===== src/rtl/wb_capture.sv =====
// Writeback capture FIFO: records every enabled CPU register writeback with a sequence
// tag and presents the oldest one to a show-ahead valid/ready consumer.
module wb_capture #(
  parameter int DW    = 16,
  parameter int DEPTH = 8,
  parameter int SW    = 8
) (
  input  logic                   clk,
  input  logic                   rst,
  input  logic                   we,
  input  logic [DW-1:0]          wd,
  input  logic                   cap_en,
  input  logic                   clr,
  output logic                   out_valid,
  input  logic                   out_ready,
  output logic [DW-1:0]          out_data,
  output logic [SW-1:0]          out_seq,
  output logic [$clog2(DEPTH):0] count,
  output logic                   full,
  output logic                   overflow,
  output logic [SW-1:0]          drop_cnt
);

  localparam int AW = $clog2(DEPTH);
  localparam int CW = AW + 1;
  localparam logic [CW-1:0] DEPTH_C  = CW'(DEPTH);
  localparam logic [SW-1:0] DROP_MAX = '1;

  logic [DW-1:0] mem_data [DEPTH];
  logic [SW-1:0] mem_seq  [DEPTH];

  logic [AW-1:0] wr_ptr_q, wr_ptr_d;
  logic [AW-1:0] rd_ptr_q, rd_ptr_d;
  logic [CW-1:0] count_q, count_d;
  logic [SW-1:0] seq_q, seq_d;
  logic [SW-1:0] drop_q, drop_d;
  logic          ovf_q, ovf_d;

  logic push, pop, full_w, wr_en;

  // Handshake: the head entry transfers on a rising edge where out_valid=1 and
  // out_ready=1; out_ready is ignored while out_valid=0, and there is no push-to-pop bypass.
  assign full_w    = (count_q == DEPTH_C);
  assign out_valid = (count_q != '0);
  assign push      = we & cap_en;
  assign pop       = out_valid & out_ready;

  always_comb begin
    wr_ptr_d = wr_ptr_q;
    rd_ptr_d = rd_ptr_q;
    count_d  = count_q;
    seq_d    = seq_q;
    drop_d   = drop_q;
    ovf_d    = ovf_q;
    wr_en    = 1'b0;
    if (clr) begin
      wr_ptr_d = '0;
      rd_ptr_d = '0;
      count_d  = '0;
      seq_d    = '0;
      drop_d   = '0;
      ovf_d    = 1'b0;
    end else begin
      if (pop) begin
        rd_ptr_d = rd_ptr_q + AW'(1);
      end
      if (push) begin
        // The tag advances for dropped entries too, so gaps in out_seq expose drops.
        seq_d = seq_q + SW'(1);
        if (full_w && !pop) begin
          ovf_d = 1'b1;
          if (drop_q != DROP_MAX) begin
            drop_d = drop_q + SW'(1);
          end
        end else begin
          wr_en    = 1'b1;
          wr_ptr_d = wr_ptr_q + AW'(1);
        end
      end
      case ({wr_en, pop})
        2'b10:   count_d = count_q + CW'(1);
        2'b01:   count_d = count_q - CW'(1);
        default: count_d = count_q;
      endcase
    end
  end

  always_ff @(posedge clk or negedge rst) begin
    if (!rst) begin
      wr_ptr_q <= '0;
      rd_ptr_q <= '0;
      count_q  <= '0;
      seq_q    <= '0;
      drop_q   <= '0;
      ovf_q    <= 1'b0;
    end else begin
      wr_ptr_q <= wr_ptr_d;
      rd_ptr_q <= rd_ptr_d;
      count_q  <= count_d;
      seq_q    <= seq_d;
      drop_q   <= drop_d;
      ovf_q    <= ovf_d;
    end
  end

  // Storage is not reset; the read port is gated by out_valid instead.
  always_ff @(posedge clk) begin
    if (wr_en) begin
      mem_data[wr_ptr_q] <= wd;
      mem_seq[wr_ptr_q]  <= seq_q;
    end
  end

  assign out_data = out_valid ? mem_data[rd_ptr_q] : '0;
  assign out_seq  = out_valid ? mem_seq[rd_ptr_q]  : '0;
  assign count    = count_q;
  assign full     = full_w;
  assign overflow = ovf_q;
  assign drop_cnt = drop_q;

endmodule


===== config.mk =====
export PLATFORM = sky130hd
export DESIGN_NAME = wb_capture
export DESIGN_NICKNAME = d
export VERILOG_FILES = /design/src/rtl/wb_capture.sv
export SDC_FILE = /design/constraint.sdc
export NUM_CORES = 1
export LEC_CHECK = 0
export CAP_MARGIN = 10
export CORE_ASPECT_RATIO = 1.5
export CORE_MARGIN = 5
export CORE_UTILIZATION = 55
export DETAILED_ROUTE_END_ITERATION = 10
export PLACE_DENSITY = 0.75
export SLEW_MARGIN = 20
export SYNTH_ARGS = -nofsm -noshare
export SYNTH_HDL_FRONTEND = slang
export SYNTH_SLANG_ARGS = --single-unit

===== constraint.sdc =====
create_clock -name clk -period 11.15 [get_ports clk]
set_clock_uncertainty 0.1 [all_clocks]
set_input_delay 1.115 -clock clk [delete_from_list [all_inputs] [get_ports clk]]
set_output_delay 1.115 -clock clk [all_outputs]
set_load 0.02 [all_outputs]

### Word level (Yosys, flattened, before mapping)

Memory sizes are Yosys's and may differ from the RTL's.
Index checks and enable logic that the tools add are counted.
Widths: inputs -> output; s select.

* add/subtract/negate cells: 6
* equal/unequal tests: 5
* multiplexer cells: 24
* bitwise gates (word level): 2
* reductions and logical operators: 11

Operators by type and width (count)
* $mux 8: 7
* $add 8x1->8 const B: 2
* $mux 16: 1
* $mux 3: 5
* $mux 1: 9
* $ne 8x8->1 const B: 1
* $pmux 4 s2: 1
* $reduce_bool 2->1: 4
* $add 3x1->3 const B: 2
* $add 4x1->4 const B: 1
* $eq 4x4->1 const B: 1
* $mux 4: 1
* $reduce_and 2->1: 2
* $reduce_bool 4->1: 1
* $sub 4x1->4 const B: 1
* $reduce_and 3->1: 1
* $reduce_bool 3->1: 1
* $and 1x1->1: 2
* $eq 2x1->1 const B: 1
* $eq 2x2->1 const B: 1
* $ne 2x2->1 const B: 1
* $logic_and 1x1->1: 1
* $logic_not 1->1: 1

* register bits: 27
* bits in writable memories: 192
* input bits: 22
* output and inout bits: 39
* logic and storage cells: 56
* memories kept: 2

Memory list
* mem_data: depth 8, bits a word 16, read ports 1, clocked after Yosys merged registers in 0, write ports 1, RTL line 29 `logic [DW-1:0] mem_data [DEPTH];`
* mem_seq: depth 8, bits a word 8, read ports 1, clocked after Yosys merged registers in 0, write ports 1, RTL line 30 `logic [SW-1:0] mem_seq [DEPTH];`

### Logic depth before layout (Yosys ltp)

* depth in word-level cells: 10
* gate-level depth with buffers: 9
* mapped depth without buffers: 7

### Worst setup path after synthesis

No wires, ideal clock.

* path type: in2reg
* start: input we
* end: memory mem_data[1][0] (enable)
* setup time: 0.435 ns
* arrival time: 3.814 ns
* data required time: 10.615 ns
* slack: 6.801 ns
* stages: 5
* buffers on the path: 1
* cells stage by stage: and2_1 clkbuf_1 o21ai_0 or3b_2 nor3_1

* longest elaborated chain between the ends: 6

RTL lines
* start: declaration: RTL line 10 `input logic we,`
* $and 1x1->1: RTL line 45 `assign push = we & cap_en;`
* $mux 1: RTL line 67 `if (push) begin`
* $mux 1 (2 in series): RTL line 56 `if (clr) begin`
* $mux 1: RTL line 108 `if (wr_en) begin`
* $mux 1 (implied by the code): RTL line 109 `mem_data[wr_ptr_q] <= wd;`
* end: declaration: RTL line 29

Every way passes these cells. The select of a mux whose other input is x is not followed.

### Worst setup path after layout

* start: register rd_ptr_q[0]
* end: output out_data[15]

* longest elaborated chain between the ends: 2

RTL lines
* start: declaration: RTL line 33 `logic [AW-1:0] rd_ptr_q, rd_ptr_d;`
* start signal: assignment: RTL line 98 `rd_ptr_q <= rd_ptr_d;`
* $mem_v2 8x16
* $mux 16: RTL line 114 `assign out_data = out_valid ? mem_data[rd_ptr_q] : '0;`
* end: declaration: RTL line 16 `output logic [DW-1:0] out_data,`

Every way passes these cells.

==> summary.md <==
| Metric | Value |
|---|---|
| Outcome | `finished, final reports clean` |
| Maximum VDD drop | `between 200 and 250 uV` |
| First-pass GRT wire length | `approximately 27 mm` |
| Root Driver | `clkbuf_16` |
| Post-CTS Setup Inserts | `0` |
| Die area | `roughly 19000 um^2` |
| Area grow syn2layout | `17.2%` |
| WHS Path Cells | `2` |
| Critical Path AT | `3.07 ns` |
| Worst slew pin tran | `~0.94 ns` |
| R2R depth | `5` |
| Share of cells above drive strength 1 | `between 10% and 20%` |
| I/O pin cnt | `around 60` |
| Final setup viols | `0` |
| Clock buffer depth | `3` |
| Core Region | `around 16000 um^2` |
| Max cap viols | `0` |
| Post-synthesis average cell area | `between 15 and 20 um^2` |
| Post-DR wirelength/cell | `approximately 22 um` |
| YS warnings | `0` |
| Gr ovfl total | `0` |
| RSZ-0062 raised after global routing | `no` |
| Delay-heaviest family, CP | `buffers and inverters` |
| Worst Setup Start Kind | `flop` |
| Final hold vios | `0` |
| Clock sink count | `219` |
| EDFF count, synth | `roughly 190` |
| Metal1 wirelength | `~6.3 mm` |
| Fraction of registers with async set/reset | `between 10% and 20%` |
| Leak | `approximately 0.0034 uW` |
| Fillers | `1081` |
| Starting DRT DRC Count | `265` |
| Tcrit/Tclk final | `between 30% and 40%` |
| Final nets | `570` |
| Most frequent cells in the layout | `192 x edfxtp_1, 59 x clkdlybuf4s50_1, 48 x mux4_2` |
| Worst min-delay path class | `flop to flop` |
| Post-Syn Nets | `around 500` |
| Vias in the first global route | `between 4k and 5k` |
| Remaining routing DRC violations | `0` |
| R2R setup slack | `between 7 and 8 ns` |
| Max Freq | `~230 MHz` |
| Worst setup path category | `flop to primary output` |
| Max Used Layer | `met4` |
| WL final | `16.4 mm` |
| Yosys reg bits | `approximately 220` |
| Sequential cell area fraction in the yosys report | `approximately 73%` |
| DR vias | `about 4.4k` |
| Met2 routed WL | `just over 9 mm` |
| Initial Util | `56.1%` |
| Worst r2r src | `count[0]$_DFFE_PN0P_` |
| Die Y | `approximately 160 um` |
| Library cells used by synthesis | `slightly above 40` |
| Setup WS post-layout | `roughly 7 ns` |
| Antenna Cells | `0` |
| Synthesized area | `8800 um^2` |
| Power density cells | `just over 200 nW/um^2` |
| Reg clk slew, reported paths | `around 0.070 ns` |
| DP Wirelength | `slightly below 10 mm` |
| Chip Width | `about 110 um` |
| Number of placement rows | `56` |
| DRT antenna net count | `0` |
| Min-Delay Endpoint | `overflow$_DFFE_PN0P_` |
| Routed length on met3 | `~660 um` |
| CP cell instances | `buf_4 > mux4_2 > mux2i_1 > nor2_1 > clkdlybuf4s50_1` |
| Critical Path Fanout Max | `48` |
| Slew headroom | `37.5%` |
| Clock Latency Late Sink | `~0.5 ns` |
| Commonest non-fill, non-tap cell in the layout | `edfxtp_1` |
| Cell count after synthesis | `around 470` |
| Via density | `5.85` |
| Largest stage delay on the critical path | `roughly 0.75 ns` |
| CP max-delay cell | `buf_4` |
| GRT Util Overall | `18.7%` |
| Min Tclk post-route | `between 4 and 5 ns` |
| Worst Path Required | `around 10 ns` |
| Number of I/O port buffers | `60` |
| TritonCTS clock tree | `done` |
| Initial antenna violation count | `0` |
| Setup WS pre-CTS | `~6.6 ns` |
| Setup Total Neg Slack | `0 ns` |
| First-pass DRT Iterations | `4` |
| H-tree depth | `1` |
| CTS buffer count | `21` |
| GPL Wtd Cong | `0.840` |
| Reg2reg end | `mem_data[1][11]$_DFFE_PP_` |
| Most common flop cell mapped by yosys | `edfxtp_1` |
| Hold_buf cts | `0` |
| Worst Path Buf+Inv | `2` |
| Post-CTS resize count | `0` |
| Hold path start | `overflow$_DFFE_PN0P_` |
| Crit end category | `primary output` |
| Pin count of the biggest net entering global routing | `49` |
| Pins Over Slew Limit | `0` |
[synthesized netlist by cell type, drive strengths merged (2+ instances only)]
library cell,count,area share [%]
nand4,5,0.36
ha,6,0.85
o21ai,6,0.34
nor4,2,0.21
mux4,48,12
inv,4,0.17
nor2b,2,0.14
mux2i,27,3.1
nand2,6,0.26
clkbuf,12,0.51
xor2,12,1.2
or3,5,0.36
nor2,52,2.2
buf,11,0.68
o211ai,2,0.33
nor3,7,0.40
and3,5,0.36
nand3,8,0.45
edfxtp,192,65
a21oi,10,0.57
nand2b,2,0.14
a211oi,4,0.34
dfrtp,27,7.7
[cells by family after synthesis]
| kind of cell | synth area share [%] |
|---|---|
| and+or+nand+nor | 5.36 |
| buffers and inverters | 1.46 |
| DFF | 73.2 |
| adders and majority gates | 1.08 |
| muxes | 15.5 |
| xor gates and xnor gates | 1.29 |
| AOI/OAI and AO/OA | 2.17 |
[worst max-delay path by stage]
stage                                       start                   endpoint  cells past startpoint  slack (ns)
after global placement                         we  mem_data[1][13]$_DFFE_PP_                      6        6.79
after detailed placement                       we    mem_seq[1][0]$_DFFE_PP_                      6        6.63
after CTS                 rd_ptr_q[0]$_DFFE_PN0P_               out_data[15]                      5        6.75
final                     rd_ptr_q[0]$_DFFE_PN0P_               out_data[15]                      5        6.87
after floorplan                                we   mem_data[1][0]$_DFFE_PP_                      5        6.80
after global routing      rd_ptr_q[0]$_DFFE_PN0P_               out_data[15]                      5        6.62
[worst reg2reg max path, delay by kind of cell, from the launching register on]
kind            cells  cell delay (ns)
compound gates      1             0.23
simple gates        3             1.57
buf+inv             1             0.42
flops               1             0.57
[stage by stage]
step           std cells  total power [uW]  utilization [%]  area (um^2)  hold slack, ns
2_1_floorplan        469              1290                -         8800           0.439
3_3_place_gp         721              1480             61.7         9690           0.382
3_5_place_dp         721              1490             61.7         9690           0.423
4_1_cts              758              2160             65.8        10300           0.443
5_1_grt              758              2230             65.8        10300           0.475
6_report             758              2130             65.8        10300           0.436
[layer usage]
layer	global-route usage [%]	vias up
li1	-	2009
met3	2.90	20
met2	35.7	102
met4	4.87	0
met5	0	-
met1	21.9	2301
[power by group]
part	internal (uW)	total, uW	switching (uW)
combinational	265	547	282
sequential	903	923	19.4
clock	378	658	280
total	1550	2130	582
[registers in the layout, summed over array words and instances (netlist names)]
register,flops
rd_ptr_q,3
wr_ptr_q,3
seq_q,8
overflow,1
drop_cnt,8
mem_seq,64
mem_data,128
count,4
[final cells by class]
class | count | area, um^2 | share of cell area (%)
clock buffer | 27 | 558 | 5.41
tap | 203 | 254 | 2.46
multi-input combinational | 222 | 2270 | 22.0
clock inverter | 10 | 82.6 | 0.800
timing repair buffer | 72 | 686 | 6.64
inverter | 5 | 23.8 | 0.230
sequential | 219 | 6440 | 62.4
(Power assumes the default switching activity.)
==> patch 1, RTL diff (same flow settings) <==
Make the reset (`rst`) synchronous in one clocked block.
--- a/src/rtl/wb_capture.sv
+++ b/src/rtl/wb_capture.sv
@@ -85,7 +85,7 @@
     end
   end
 
-  always_ff @(posedge clk or negedge rst) begin
+  always_ff @(posedge clk) begin
     if (!rst) begin
       wr_ptr_q <= '0;
       rd_ptr_q <= '0;
Check against the original RTL: differs if rst is asserted again (counterexample within 4 cycles, from zero or initial values and one cycle with rst low); with rst held inactive, the same outputs for 4 cycles.
==> patch 1 against the unedited design <==
- synthesized cell count increased by 1.7%
- area after synthesis decreased by 0.77%
- largest cell class unchanged
- register-to-register slack hardly changed
- maximum frequency increased by 1.8%
- design area down 0.76%
- die area shrank 0.71%
- sequential cell count grew 3
- hold slack got worse by 43 ps
- setup slack improved by 77 ps
- routed wire length is 1.1% lower
- first-iteration DRC count down 20%
Power is not compared: it rests on default switching activity, and its combinational part moved more than twofold at a synthesized area within 25%.
==> patch 1: results <==
{
  "cts_resized": 0,
  "cts_root_buf": "clkbuf_16",
  "numCtsBuffers": 20,
  "antennaDiodeCount": 0,
  "wire_per_inst_um": 21.4,
  "top_regs": "mem_data (128), mem_seq (64)",
  "worstHoldPathType": "register to register",
  "cp.arrival_ps": 2990,
  "dr_total_vias": 4415,
  "drv_slew": 0,
  "grt_pass1_wl_um": 26000,
  "antenna_found_initial": 0,
  "synthArstFlopShare": 0,
  "grt_pass1_vias": 4805,
  "synth_common_cells": "192 x edfxtp_1, 48 x mux4_2, 48 x nor2_1",
  "yosys_warnings": 0,
  "synthTopCellsByArea": "edfxtp_1 66%, mux4_2 12%, dfxtp_1 6.9%",
  "ir_worst_vdd_mv": 0.0949,
  "fin_nets": 573,
  "cts_setup_buffers": 0,
  "gp_congestion": 0.740,
  "io_buffers": 60,
  "hpwl_um": 9400,
  "p_leak_nw": 3.18,
  "status": "completed",
  "dpl_cell_area_um2": 9590,
  "synth-main-ff-cell": "edfxtp_1",
  "first_iter_violations": 211,
  "gr-usage-all-layers": 0.182,
  "dp_slack_ps": 7240,
  "synth-seq-area-share": 0.729,
  "synth_cell_types": 39,
  "syn-num-nets": 506,
  "layout-drive-gt1-share": 0.177,
  "worst_pin_slew_ps": 996,
  "first_pass_iters": 6,
  "switching_share": 0.185,
  "synth_edf_count": 192
}
[patch 1: cells by family after synthesis]
group	share of synthesized area
AOI/OAI and AO/OA	0.0156
xor gates and xnor gates	0.0130
adders and majority gates	0.0100
buffers and inverters	0.0158
DFF	0.729
muxes	0.157
and+or+nand+nor	0.0600
[patch 1: path summary, 6_finish.rpt]
kind / start / to / slack, ps / depth (start not counted)
max reg2reg: count[0] / count[2] / 7920 / 9
max: register / out_seq[2] / 6950 / 4
min reg2reg: overflow / overflow / 390 / 2
min: overflow / overflow / 390 / 2
[patch 1: layout make-up]
type,count,area (um^2)
timing repair buffer,70,676
clock buffer,28,572
fill,1038,5380
tap,203,254
clock inverter,5,76.3
multi-input combinational,225,2270
sequential,222,6370
inverter,5,18.8
[patch 1: per-stage QoR]
step,instances,hold slack (ps),util
2_1_floorplan,477,385,-
4_1_cts,758,401,0.656
3_3_place_gp,725,364,0.614
5_1_grt,758,409,0.656
3_5_place_dp,725,387,0.614
6_report,758,393,0.656
[patch 1: layer usage]
layer  GRT usage  share of wire  up-vias
li1            -              -     2021
met3      0.0262          0.045       23
met4      0.0459          0.018        0
met1       0.221           0.39     2264
met2       0.340           0.55      107
met5           0              0        -
[patch 1: worst max-delay path, cell delays in order (launching register included)]
cell,delay [ps]
dfxtp_4,1000
mux4_2,620
mux2i_1,240
nor2_1,70
clkdlybuf4s50_1,560
[patch 1: power by group through the flow]
stage / Clock (W) / Combinational, W / Sequential, W
after detailed placement: 0 / 0.0000500 / 0.000923
after global routing: 0.000725 / 0.0000534 / 0.000905
after CTS: 0.000687 / 0.0000503 / 0.000905
after floorplan: 0 / 0.0000251 / 0.000921
after global placement: 0 / 0.0000486 / 0.000923
final: 0.000674 / 0.0000496 / 0.000905
==> patch 2, RTL diff (config.mk and constraints unchanged) <==
Made on the original files. The parameter `DW` goes from 16 to 24.
--- a/src/rtl/wb_capture.sv
+++ b/src/rtl/wb_capture.sv
@@ -1,7 +1,7 @@
 // Writeback capture FIFO: records every enabled CPU register writeback with a sequence
 // tag and presents the oldest one to a show-ahead valid/ready consumer.
 module wb_capture #(
-  parameter int DW    = 16,
+  parameter int DW    = 24,
   parameter int DEPTH = 8,
   parameter int SW    = 8
 ) (
Interface: changed (resized out_data and wd); port bits go from 61 to 77. No check against the original RTL was run, so the function may have changed too.
==> patch 2 against the unedited design <==
- setup slack lost 440 ps
- sequential cell count grew 64
- area after synthesis grew 27%
- total power grew 28%
- sequential share of layout area grew 0.56 points
- design area grew 29%
- routed wire length grew 32%
- via count grew 26%
- critical path depth is the same
- hold slack lost 37 ps
- critical path type unchanged
- largest cell class unchanged
- highest routed layer unchanged
==> patch 2: results <==
{
  "wire_per_inst_um": 23.0,
  "status": "completed",
  "fin_nets": 694,
  "vias_per_cell": 5.94,
  "grt_max_degree": 60,
  "p_leak_nw": 4.23,
  "hold_start": "overflow",
  "synth_area_per_cell_um2": 19.7,
  "whs_ps": 399,
  "cp_max_fo": 36,
  "gp_congestion": 0.746,
  "rr_endpoint": "mem_data[1][22]",
  "synthTopCellsByArea": "edfxtp_1 69%, mux4_2 13%, dfrtp_1 6.0%",
  "rrSetupSlack_ps": 7880,
  "layout-drive-gt1-share": 0.199,
  "dr_total_vias": 5579,
  "hpwl_um": 12000,
  "cp.arrival_ps": 3510,
  "insertion_delay_ps": 510,
  "first_iter_violations": 574,
  "numCtsBuffers": 24,
  "synth_edf_count": 256,
  "dp_slack_ps": 6380,
  "grt_pass1_vias": 6025,
  "gr-usage-all-layers": 0.185,
  "syn-num-nets": 607,
  "crit_slowest_cell": "dfrtp_4",
  "met2_length_um": 12100,
  "worst_pin_slew_ps": 1020,
  "top_regs": "mem_data (192), mem_seq (64)",
  "cell_internal_pwr_w": 0.00199,
  "grt_pass1_wl_um": 33600,
  "synth-seq-area-share": 0.745,
  "first_pass_iters": 5,
  "m1WireLength_um": 7950,
  "io_buffers": 76,
  "synthArstFlopShare": 0.0954,
  "max_stage_delay_ps": 890,
  "hold-path-cell-count": 2,
  "synth_cell_types": 45,
  "route.met3.wl_um": 1080,
  "dpl_cell_area_um2": 12300,
  "dp.cells": 889,
  "synth_common_cells": "256 x edfxtp_1, 64 x mux4_2, 59 x nor2_1",
  "synth-main-ff-cell": "edfxtp_1",
  "ir_worst_vdd_mv": 0.223
}
==> patch 2: cell count changes after synthesis, moves of 2 or more <==
cell	before	now
and3_1	5	3
buf_1	6	3
buf_2	3	6
clkbuf_1	12	17
edfxtp_1	192	256
mux2i_1	27	35
mux4_2	48	64
nor2_1	52	59
nor3_1	7	9
o21ai_0	6	4
==> patch 2: layout make-up <==
cell class	instances	area, um^2
inverter	6	27.5
timing repair buffer	89	983
sequential	283	8370
tap	264	330
multi-input combinational	253	2770
fill	1301	6970
clock buffer	27	633
clock inverter	17	169
==> patch 2: how the worst max path moves through the flow <==
stage | from | end | slack [ps] | cells after the start
after floorplan | we | mem_data[1][0] | 6300 | 5
after CTS | rd_ptr_q[0] | out_seq[7] | 6290 | 5
final | rd_ptr_q[0] | out_seq[2] | 6430 | 5
after global placement | we | mem_seq[0][0] | 6470 | 6
after detailed placement | we | mem_data[0][17] | 6380 | 6
after global routing | rd_ptr_q[0] | out_seq[7] | 6120 | 5
==> patch 2: cell families after synthesis <==
| logic type | synth area share |
|---|---|
| fa+ha+maj | 0.00847 |
| mux | 0.161 |
| compound gates | 0.0166 |
| xor+xnor | 0.0101 |
| simple gates | 0.0449 |
| buf+inv | 0.0138 |
| flops | 0.745 |
==> patch 2: per-layer routing <==
metal	track usage	vias to the layer above
met3	0.0257	45
met4	0.0528	0
met1	0.226	2876
met2	0.345	191
met5	0	-
li1	-	2467
==> patch 2: power by group through the flow <==
stage                     Combinational [W]  Sequential, W  Clock, W
after CTS                          0.000681        0.00123  0.000852
after global routing               0.000717        0.00123  0.000899
final                              0.000670        0.00123  0.000837
after floorplan                    0.000458        0.00121         0
after global placement             0.000666        0.00125         0
after detailed placement           0.000679        0.00125         0
